===== src/rtl/vga_pixel_fetch.sv =====
// -----------------------------------------------------------------------------
// vga_pixel_fetch
//
// Prefetch stage between the board SRAM (IS61WV102416, 1M x 16, asynchronous)
// and the VGA timing generator. Every i_frame_start streams one RGB565 frame
// (FRAME_PIXELS words from i_base_addr upward) from SRAM into a small
// show-ahead FIFO. The VGA stage pops one pixel per active-area clock.
//
// Optional feature macro: PIXFETCH_TESTPATTERN_EN
//   Defined   : i_test_mode=1 replaces SRAM reads with an internal colour-bar
//               pattern (8 bars of 80 pixels per 640-pixel line). The SRAM
//               strobes stay deasserted. The fill rate and latency are the
//               same as for SRAM reads.
//   Undefined : i_test_mode is ignored and SRAM is always the source.
//
// Parameters
//   FIFO_DEPTH    FIFO entries (power of two, >= 4)
//   FRAME_PIXELS  words fetched per frame
//
// Ports
//   i_25M_clk      pixel clock
//   i_rst_n        asynchronous, active-low reset
//   i_frame_start  one-cycle pulse at start of vertical blank
//   i_base_addr    frame base word address, sampled on i_frame_start
//   i_pix_req      VGA pops the head pixel this cycle
//   i_test_mode    pattern-source select (feature macro only)
//   o_pix_data     FIFO head (RGB565), 0 when the FIFO is empty
//   o_pix_valid    FIFO non-empty
//   o_underflow    sticky: a pop was attempted while empty (reset clears it)
//   o_busy         high while fetching (S_FETCH)
//   o_dbg_state    FSM state: 0 S_IDLE, 1 S_FETCH, 2 S_DONE
//   o_SRAM_ADDR    SRAM read address
//   i_SRAM_DQ      SRAM read data
//   o_SRAM_*_N     SRAM strobes, active-low
//
// Handshake (o_pix_valid / i_pix_req): a pixel is consumed on a rising edge
// where both are high. The next head is visible in the following cycle.
// i_pix_req with o_pix_valid low moves nothing and sets o_underflow.
// -----------------------------------------------------------------------------
module vga_pixel_fetch #(
   parameter int FIFO_DEPTH   = 16,
   parameter int FRAME_PIXELS = 307200
) (
   input  logic        i_25M_clk,
   input  logic        i_rst_n,
   input  logic        i_frame_start,
   input  logic [19:0] i_base_addr,
   input  logic        i_pix_req,
   input  logic        i_test_mode,
   output logic [15:0] o_pix_data,
   output logic        o_pix_valid,
   output logic        o_underflow,
   output logic        o_busy,
   output logic [1:0]  o_dbg_state,
   output logic [19:0] o_SRAM_ADDR,
   input  logic [15:0] i_SRAM_DQ,
   output logic        o_SRAM_CE_N,
   output logic        o_SRAM_OE_N,
   output logic        o_SRAM_WE_N,
   output logic        o_SRAM_LB_N,
   output logic        o_SRAM_UB_N
);

   localparam int          PTR_W      = $clog2(FIFO_DEPTH);
   localparam int          CNT_W      = PTR_W + 1;
   localparam logic [18:0] FRAME_LAST = 19'(FRAME_PIXELS);

   typedef enum logic [1:0] {
      S_IDLE  = 2'd0,
      S_FETCH = 2'd1,
      S_DONE  = 2'd2
   } state_t;

   state_t state_q, state_d;

   // rd_q: a read is on the bus this cycle; its data lands in the FIFO at
   // the next edge. This is the only in-flight read, so inflight == rd_q.
   logic        rd_q, rd_d;
   logic [19:0] addr_q, addr_d;
   logic [19:0] next_addr_q, next_addr_d;
   logic [18:0] issued_q, issued_d;
   logic        strobe_n_q;
   logic        rd_sram_d;

   // FIFO storage and bookkeeping
   logic [15:0]      fifo_mem [FIFO_DEPTH];
   logic [PTR_W-1:0] wr_ptr_q, wr_ptr_d;
   logic [PTR_W-1:0] rd_ptr_q, rd_ptr_d;
   logic [CNT_W-1:0] count_q, count_d;
   logic             fifo_valid;
   logic             push, pop;
   logic [15:0]      wr_data;

   logic underflow_q, underflow_d;

   assign fifo_valid = (count_q != '0);

   // -------------------------------------------------------------------------
   // FSM, read issue and FIFO bookkeeping (next-state logic)
   // -------------------------------------------------------------------------
   always_comb begin
      state_d     = state_q;
      rd_d        = 1'b0;
      addr_d      = addr_q;
      next_addr_d = next_addr_q;
      issued_d    = issued_q;
      wr_ptr_d    = wr_ptr_q;
      rd_ptr_d    = rd_ptr_q;
      count_d     = count_q;
      push        = 1'b0;
      pop         = 1'b0;
      underflow_d = underflow_q | (i_pix_req & ~fifo_valid);

      if (i_frame_start) begin
         // Restart from any state: flush the FIFO, drop the in-flight read
         // and schedule the first read of the new frame for the next cycle.
         state_d     = S_FETCH;
         wr_ptr_d    = '0;
         rd_ptr_d    = '0;
         count_d     = '0;
         rd_d        = (FRAME_LAST != 19'd0);
         addr_d      = i_base_addr;
         next_addr_d = i_base_addr + 20'd1;
         issued_d    = (FRAME_LAST != 19'd0) ? 19'd1 : 19'd0;
      end else begin
         push = rd_q;
         pop  = i_pix_req & fifo_valid;
         if (push) wr_ptr_d = wr_ptr_q + PTR_W'(1);
         if (pop)  rd_ptr_d = rd_ptr_q + PTR_W'(1);
         count_d = count_q + CNT_W'(push) - CNT_W'(pop);

         case (state_q)
            S_FETCH: begin
               if (rd_q && (issued_q == FRAME_LAST)) begin
                  // The last read of the frame lands at this edge.
                  state_d = S_DONE;
               end else if ((issued_q < FRAME_LAST) &&
                            ((count_q + CNT_W'(rd_q)) < CNT_W'(FIFO_DEPTH))) begin
                  // Counting the in-flight read as occupied guarantees the
                  // FIFO can never be pushed while full.
                  rd_d        = 1'b1;
                  addr_d      = next_addr_q;
                  next_addr_d = next_addr_q + 20'd1;
                  issued_d    = issued_q + 19'd1;
               end
            end
            default: ;
         endcase
      end
   end

   // -------------------------------------------------------------------------
   // Pattern source
   // -------------------------------------------------------------------------
`ifdef PIXFETCH_TESTPATTERN_EN
   // bar/sub track the index of the next read: bar = (idx % 640) / 80,
   // sub = idx % 80. Its colour is registered alongside the read so the
   // push path matches the SRAM path cycle for cycle.
   logic        pat_src_q, pat_src_d;
   logic [2:0]  bar_q, bar_d, bar_cur;
   logic [6:0]  sub_q, sub_d, sub_cur;
   logic [15:0] pat_word_q, pat_word_d;

   function automatic logic [15:0] bar_colour(input logic [2:0] bar);
      logic [15:0] c;
      case (bar)
         3'd0:    c = 16'hFFFF;
         3'd1:    c = 16'hFFE0;
         3'd2:    c = 16'h07FF;
         3'd3:    c = 16'h07E0;
         3'd4:    c = 16'hF81F;
         3'd5:    c = 16'hF800;
         3'd6:    c = 16'h001F;
         default: c = 16'h0000;
      endcase
      return c;
   endfunction

   always_comb begin
      bar_cur    = i_frame_start ? 3'd0 : bar_q;
      sub_cur    = i_frame_start ? 7'd0 : sub_q;
      bar_d      = bar_q;
      sub_d      = sub_q;
      pat_word_d = pat_word_q;
      pat_src_d  = rd_d & i_test_mode;
      if (rd_d) begin
         pat_word_d = bar_colour(bar_cur);
         if (sub_cur == 7'd79) begin
            sub_d = 7'd0;
            bar_d = bar_cur + 3'd1;   // 8 bars per line, wraps at 640
         end else begin
            sub_d = sub_cur + 7'd1;
            bar_d = bar_cur;
         end
      end
   end

   always_ff @(posedge i_25M_clk or negedge i_rst_n) begin
      if (!i_rst_n) begin
         pat_src_q  <= 1'b0;
         bar_q      <= 3'd0;
         sub_q      <= 7'd0;
         pat_word_q <= 16'h0000;
      end else begin
         pat_src_q  <= pat_src_d;
         bar_q      <= bar_d;
         sub_q      <= sub_d;
         pat_word_q <= pat_word_d;
      end
   end

   assign rd_sram_d = rd_d & ~pat_src_d;
   assign wr_data   = pat_src_q ? pat_word_q : i_SRAM_DQ;
`else
   logic unused_test_mode;
   assign unused_test_mode = i_test_mode;
   assign rd_sram_d        = rd_d;
   assign wr_data          = i_SRAM_DQ;
`endif

   // -------------------------------------------------------------------------
   // State registers
   // -------------------------------------------------------------------------
   always_ff @(posedge i_25M_clk or negedge i_rst_n) begin
      if (!i_rst_n) begin
         state_q     <= S_IDLE;
         rd_q        <= 1'b0;
         addr_q      <= 20'd0;
         next_addr_q <= 20'd0;
         issued_q    <= 19'd0;
         strobe_n_q  <= 1'b1;
         wr_ptr_q    <= '0;
         rd_ptr_q    <= '0;
         count_q     <= '0;
         underflow_q <= 1'b0;
      end else begin
         state_q     <= state_d;
         rd_q        <= rd_d;
         addr_q      <= addr_d;
         next_addr_q <= next_addr_d;
         issued_q    <= issued_d;
         strobe_n_q  <= ~rd_sram_d;
         wr_ptr_q    <= wr_ptr_d;
         rd_ptr_q    <= rd_ptr_d;
         count_q     <= count_d;
         underflow_q <= underflow_d;
      end
   end

   // FIFO storage needs no reset: count_q gates everything read from it.
   always_ff @(posedge i_25M_clk) begin
      if (push) fifo_mem[wr_ptr_q] <= wr_data;
   end

   // -------------------------------------------------------------------------
   // Outputs
   // -------------------------------------------------------------------------
   // The head mux reads registers only; an empty FIFO shows black.
   assign o_pix_data  = fifo_valid ? fifo_mem[rd_ptr_q] : 16'h0000;
   assign o_pix_valid = fifo_valid;
   assign o_underflow = underflow_q;
   assign o_busy      = (state_q == S_FETCH);
   assign o_dbg_state = state_q;

   // All read strobes come from one flop, so they cannot glitch low and
   // they return high asynchronously on reset.
   assign o_SRAM_ADDR = addr_q;
   assign o_SRAM_CE_N = strobe_n_q;
   assign o_SRAM_OE_N = strobe_n_q;
   assign o_SRAM_LB_N = strobe_n_q;
   assign o_SRAM_UB_N = strobe_n_q;
   assign o_SRAM_WE_N = 1'b1;

endmodule


===== config.mk =====
export PLATFORM = sky130hd
export DESIGN_NAME = vga_pixel_fetch
export DESIGN_NICKNAME = d
export VERILOG_FILES = /design/src/rtl/vga_pixel_fetch.sv
export SDC_FILE = /design/constraint.sdc
export NUM_CORES = 1
export LEC_CHECK = 0
export BUFFER_PORTS_ARGS = -buffer_cell sky130_fd_sc_hd__buf_2
export CORE_MARGIN = 2
export CORE_UTILIZATION = 38
export DETAILED_ROUTE_END_ITERATION = 6
export MAX_ROUTING_LAYER = met4
export SYNTH_ARGS = -nofsm -noshare
export SYNTH_HDL_FRONTEND = slang
export SYNTH_SLANG_ARGS = --single-unit
export TNS_END_PERCENT = 5

===== constraint.sdc =====
create_clock -name i_25M_clk -period 4.75 [get_ports i_25M_clk]
set_clock_uncertainty 0.05 [all_clocks]
set_input_delay 0.7125 -clock i_25M_clk [delete_from_list [all_inputs] [get_ports i_25M_clk]]
set_output_delay 0.7125 -clock i_25M_clk [all_outputs]
set_load 0.005 [all_outputs]

==> After elaboration in Yosys (flattened, before gate mapping) <==
Memories as Yosys holds them, arrays and structs flattened.
Cells that the tools add are included.
Widths: inputs -> output; s select.
{ "word_totals": {"mem_count": 1, "output_inout_bits": 46, "ramBits": 256, "in_bits": 41, "regBits": 77} }
{ "mem_list": {"columns": ["memory", "words", "width", "read_ports", "rd_ports_with_merged_regs", "wr", "line_no", "text"], "rows": [
  ["fifo_mem", 16, 16, 1, 0, 1, "86", "logic [15:0] fifo_mem [FIFO_DEPTH];"]
]} }
{ "classes": {"n_eq_ne": 3, "reduce_logical": 10, "n_mux": 28, "n_bitwise": 5, "magnitude_cmp": 2, "add_sub_neg": 7} }
{ "op_table": {"columns": ["op", "count"], "rows": [
  ["$mux 20", 8],
  ["$mux 19", 4],
  ["$add 20x1->20 const B", 2],
  ["$add 19x1->19 const B", 1],
  ["$eq 19x19->1 const B", 1],
  ["$lt 19x19->1 const B", 1],
  ["$mux 16", 1],
  ["$mux 4", 4],
  ["$reduce_bool 2->1", 5],
  ["$add 4x1->4 const B", 2],
  ["$mux 1", 7],
  ["$mux 2", 3],
  ["$add 5x1->5", 1],
  ["$lt 5x5->1 const B", 1],
  ["$mux 5", 1],
  ["$reduce_bool 5->1", 1],
  ["$sub 5x1->5", 1],
  ["$reduce_and 3->1", 1],
  ["$and 1x1->1", 2],
  ["$eq 2x1->1 const B", 1],
  ["$logic_and 1x1->1", 2],
  ["$ne 2x2->1 const B", 1],
  ["$not 1->1", 2],
  ["$reduce_and 2->1", 1],
  ["$or 1x1->1", 1]
]} }

==> Longest topological paths before layout <==
{ "logic_depth": {"ltp_word": 8, "depth_mapped": 11, "depth_no_buf": 10} }

==> Least setup slack after synthesis <==
OpenSTA, ideal clock, no wires.
{ "synth_timing": {"kind": "input -> register", "startpoint": "input i_frame_start", "endpoint": "memory fifo_mem[0][0] (enable)", "arrival_ns": 2.614, "n_path_buf": 4, "cell_stages": 5, "required_ns": 4.291, "slack_ns": 1.677, "cell_sequence": "buf_2 > buf_2 > clkbuf_1 > clkbuf_1 > nor3_1"} }
{ "synth_between": {"elab_chain_len": 3} }
{ "synth_lines": {"columns": ["element", "line_no", "text"], "rows": [
  ["start, declared", "46", "input logic i_frame_start,"],
  ["$mux 1", "114", "if (i_frame_start) begin"],
  ["$mux 1", "252", "if (push) fifo_mem[wr_ptr_q] <= wr_data;"],
  ["$mux 1 (implied by the code)", "252", null],
  ["end, declared", "86", null]
]} }
Every way passes these cells.

==> Worst setup path in the final report <==
{ "layout_timing": {"startpoint": "register rd_ptr_q[0]", "endpoint": "output o_pix_data[6]"} }
{ "layout_between": {"elab_chain_len": 2} }
{ "layout_lines": {"columns": ["element", "line_no", "text"], "rows": [
  ["start, declared", "88", "logic [PTR_W-1:0] rd_ptr_q, rd_ptr_d;"],
  ["start signal, assigned", "244", "rd_ptr_q <= rd_ptr_d;"],
  ["$mem_v2 16x16", null, null],
  ["$mux 16", "259", "assign o_pix_data = fifo_valid ? fifo_mem[rd_ptr_q] : 16'h0000;"],
  ["end, declared", "50", "output logic [15:0] o_pix_data,"]
]} }
Every way passes these cells.

==> impl_metrics.csv <==
group,metric,value,unit
outcome,outcome,"completed",
cts,ctsResizeCount,0,
sta,setup_viol,0,
setup_path,reg2reg_from,"rd_q",
drt,wl_met2,14.0,mm
setup_path,worst_setup_path_start_kind,"flop",
cts,cts_made_buffers,36,
layout,syn_to_final_growth,15.9,%
global_route,globalRoute.totalOverflow,0,
pwr,finalPower,7.85,mW
drt,wl_met1,13.2,mm
cts,clock_latency,0.53,ns
global_route,grt_use_total,16.4,%
drt,vias_per_cell,5.21,
setup_path,cp.required,3.99,ns
cts,clockBufferDepth,3,
setup_path,startpoint,"rd_ptr_q[0]",
layout,fillCellCount,3201,
pwr,p_per_area,478,nW/um^2
drt,drc,0,
yosys,ys_async_sr_fraction,23.1,%
cts,htree_levels,2,
drt,met3_length,1.93,mm
layout,finalNetCount,1015,
die,die_h,197,um
drt,wirelength,29.7,mm
layout,layout.cells.non_filler,1458,
sta,final.setup.tns,0,ns
drt,routed.top_layer,"met4",
sta,drv_slew,0,
cts,cts_tree,"built",
yosys,ys_types,46,
layout,most-common-layout-cells,"edfxtp_1, buf_2, mux4_2",
yosys,synth_area,14200,sq um
sta,relSlewSlack,23.0,%
drt,wl_per_cell,20.4,um
sta,max_slew.worst_pin.slew,1.15,ns
sta,fmax,0.260,GHz
setup_path,path_class,"reg -> out",
setup_path,cp-end-kind,"output pin",
yosys,synth_edf_count,256,
drt,drt-pass1-iter-count,4,
hold_path,hold_path_class,"in -> async",
placement,dp_cells,1392,
sta,min_period_over_period,81.1,%
yosys,ys_seq_elements,333,
setup_path,crit_fanout,42,
drt,detail-route-antenna-nets,0,
global_route,antenna_found_initial,1,
setup_path,worstPathArrival,3.09,ns
sta,layout_setup_ws,0.897,ns
flow_run,maxCapViolCount,0,
yosys,ys_seq_area_share,67.9,%
sta,hold_slack,0.285,ns
setup_path,reg2reg_depth,9,
die,core-area,36700,sq um
yosys,synth_fp_nets,916,
global_route,grt_pass1_vias,7927,
global_route,grt_pass1_wl,47.0,mm
yosys,ys.flop_type,"edfxtp_1",
placement,dpl-instance-area,15200,sq um
sta,report.final.hold_viol_count,0,
cts,clock-sinks,333,
cts,clkTransAtPathRegs,0.06,ns
die,ioPinCount,87,
drt,drt_iter0_drc,415,
cts,root_buffer,"clkbuf_16",
die,die_w,197,um
sta,rsz0062_at_grt,"no",
placement,place_congestion,0.795,
placement,io_buffers,84,
pwr,p_leak,5.68,nW
layout,final_core_util,44.7,%
die,num_rows,70,
die,start_util,38.6,%
placement,dp_slack,1.29,ns
layout,drive_above_1_share,26.6,%
placement,hpwl,17.1,mm
pwr,vdd_drop_max,0.249,mV
yosys,avgSynthCellArea,16.4,sq um
sta,min_period,3.85,ns
layout,final_common_cell,"edfxtp_1",
global_route,grt_start_max_net_pins,78,
layout,final_area,16400,sq um
die,dieArea,38800,sq um
yosys,syn_inst,863,
yosys,yosysWarnings,0,
drt,via_count,7590,
cts,cts_hold_buffers,0,
cts,post-cts-setup-buffers,0,
==> final cells by class <==
| class | instances | area, sq um | share of cell area, % |
|---|---|---|---|
| inverter | 13 | 48.8 | 0.297 |
| sequential | 333 | 9620 | 58.6 |
| tap | 468 | 586 | 3.57 |
| antenna | 1 | 2.50 | 0.0152 |
| clock inverter | 24 | 249 | 1.52 |
| multi-input combinational | 470 | 4360 | 26.6 |
| timing repair buffer | 108 | 631 | 3.84 |
| clock buffer | 41 | 920 | 5.60 |
==> kinds of logic (layout without fill, tap and decap cells) <==
logic type | count (synthesis) | in the layout | synth area share, %
AOI/OAI and AO/OA | 49 | 49 | 2.03
other | 1 | 2 | 0.0265
adders and majority gates | 12 | 12 | 1.06
and+or+nand+nor | 228 | 228 | 7.91
buffers and inverters | 60 | 186 | 1.82
xor gates and xnor gates | 62 | 62 | 3.83
DFF | 333 | 333 | 67.9
muxes | 118 | 118 | 15.4
==> state kept, by name (all words and copies together) (netlist names), 2 cells and up <==
register	count
next_addr_q	20
rd_ptr_q	4
count_q	5
o_dbg_state	2
fifo_mem	256
o_SRAM_ADDR	20
issued_q	19
wr_ptr_q	4
==> synthesized netlist by cell type, drive strengths merged (6+ instances only) <==
master,n,share of area [%]
ha,12,1.1
nor2b,19,0.84
xor2,33,2.0
inv,13,0.34
nand4,25,1.1
mux4,80,13
dfrtp,76,13
nand3,22,0.78
nand2,55,1.5
clkbuf,26,0.69
o21ai,25,0.88
nor2,64,1.7
nor3,12,0.46
xnor2,29,1.8
a21oi,6,0.21
buf,21,0.79
nand2b,9,0.40
edfxtp,256,54
mux2i,34,2.4
==> report_power, final <==
group | total, mW | switching (mW) | internal, mW
clock | 2.77 | 1.15 | 1.62
combinational | 1.57 | 0.768 | 0.800
sequential | 3.52 | 0.188 | 3.33
total | 7.85 | 2.10 | 5.75
==> critical path: stages (launching register included) <==
cell and delay (ns):
dfrtp_4 0.78, buf_12 0.39, mux4_2 0.57, mux4_2 0.51, nor2b_1 0.15, buf_2 0.13
==> per-layer routing <==
metal / vias to the layer above / global-route usage (%)
li1: 3523 / -
met1: 3812 / 22.5
met2: 211 / 25.5
met3: 44 / 3.04
met4: 0 / 3.84
met5: - / -
==> final timing paths <==
check | to | slack [ns]
worst max register to register | o_SRAM_ADDR[1] | 1.70
max in group asynchronous | rd_ptr_q[0] | 3.54
worst min-delay path | o_SRAM_ADDR[12] | 0.29
min in group i_25M_clk | o_SRAM_ADDR[19] | 0.38
worst min register to register | o_underflow | 0.41
worst max-delay path | o_pix_data[6] | 0.90
(Power assumes the default switching activity.)
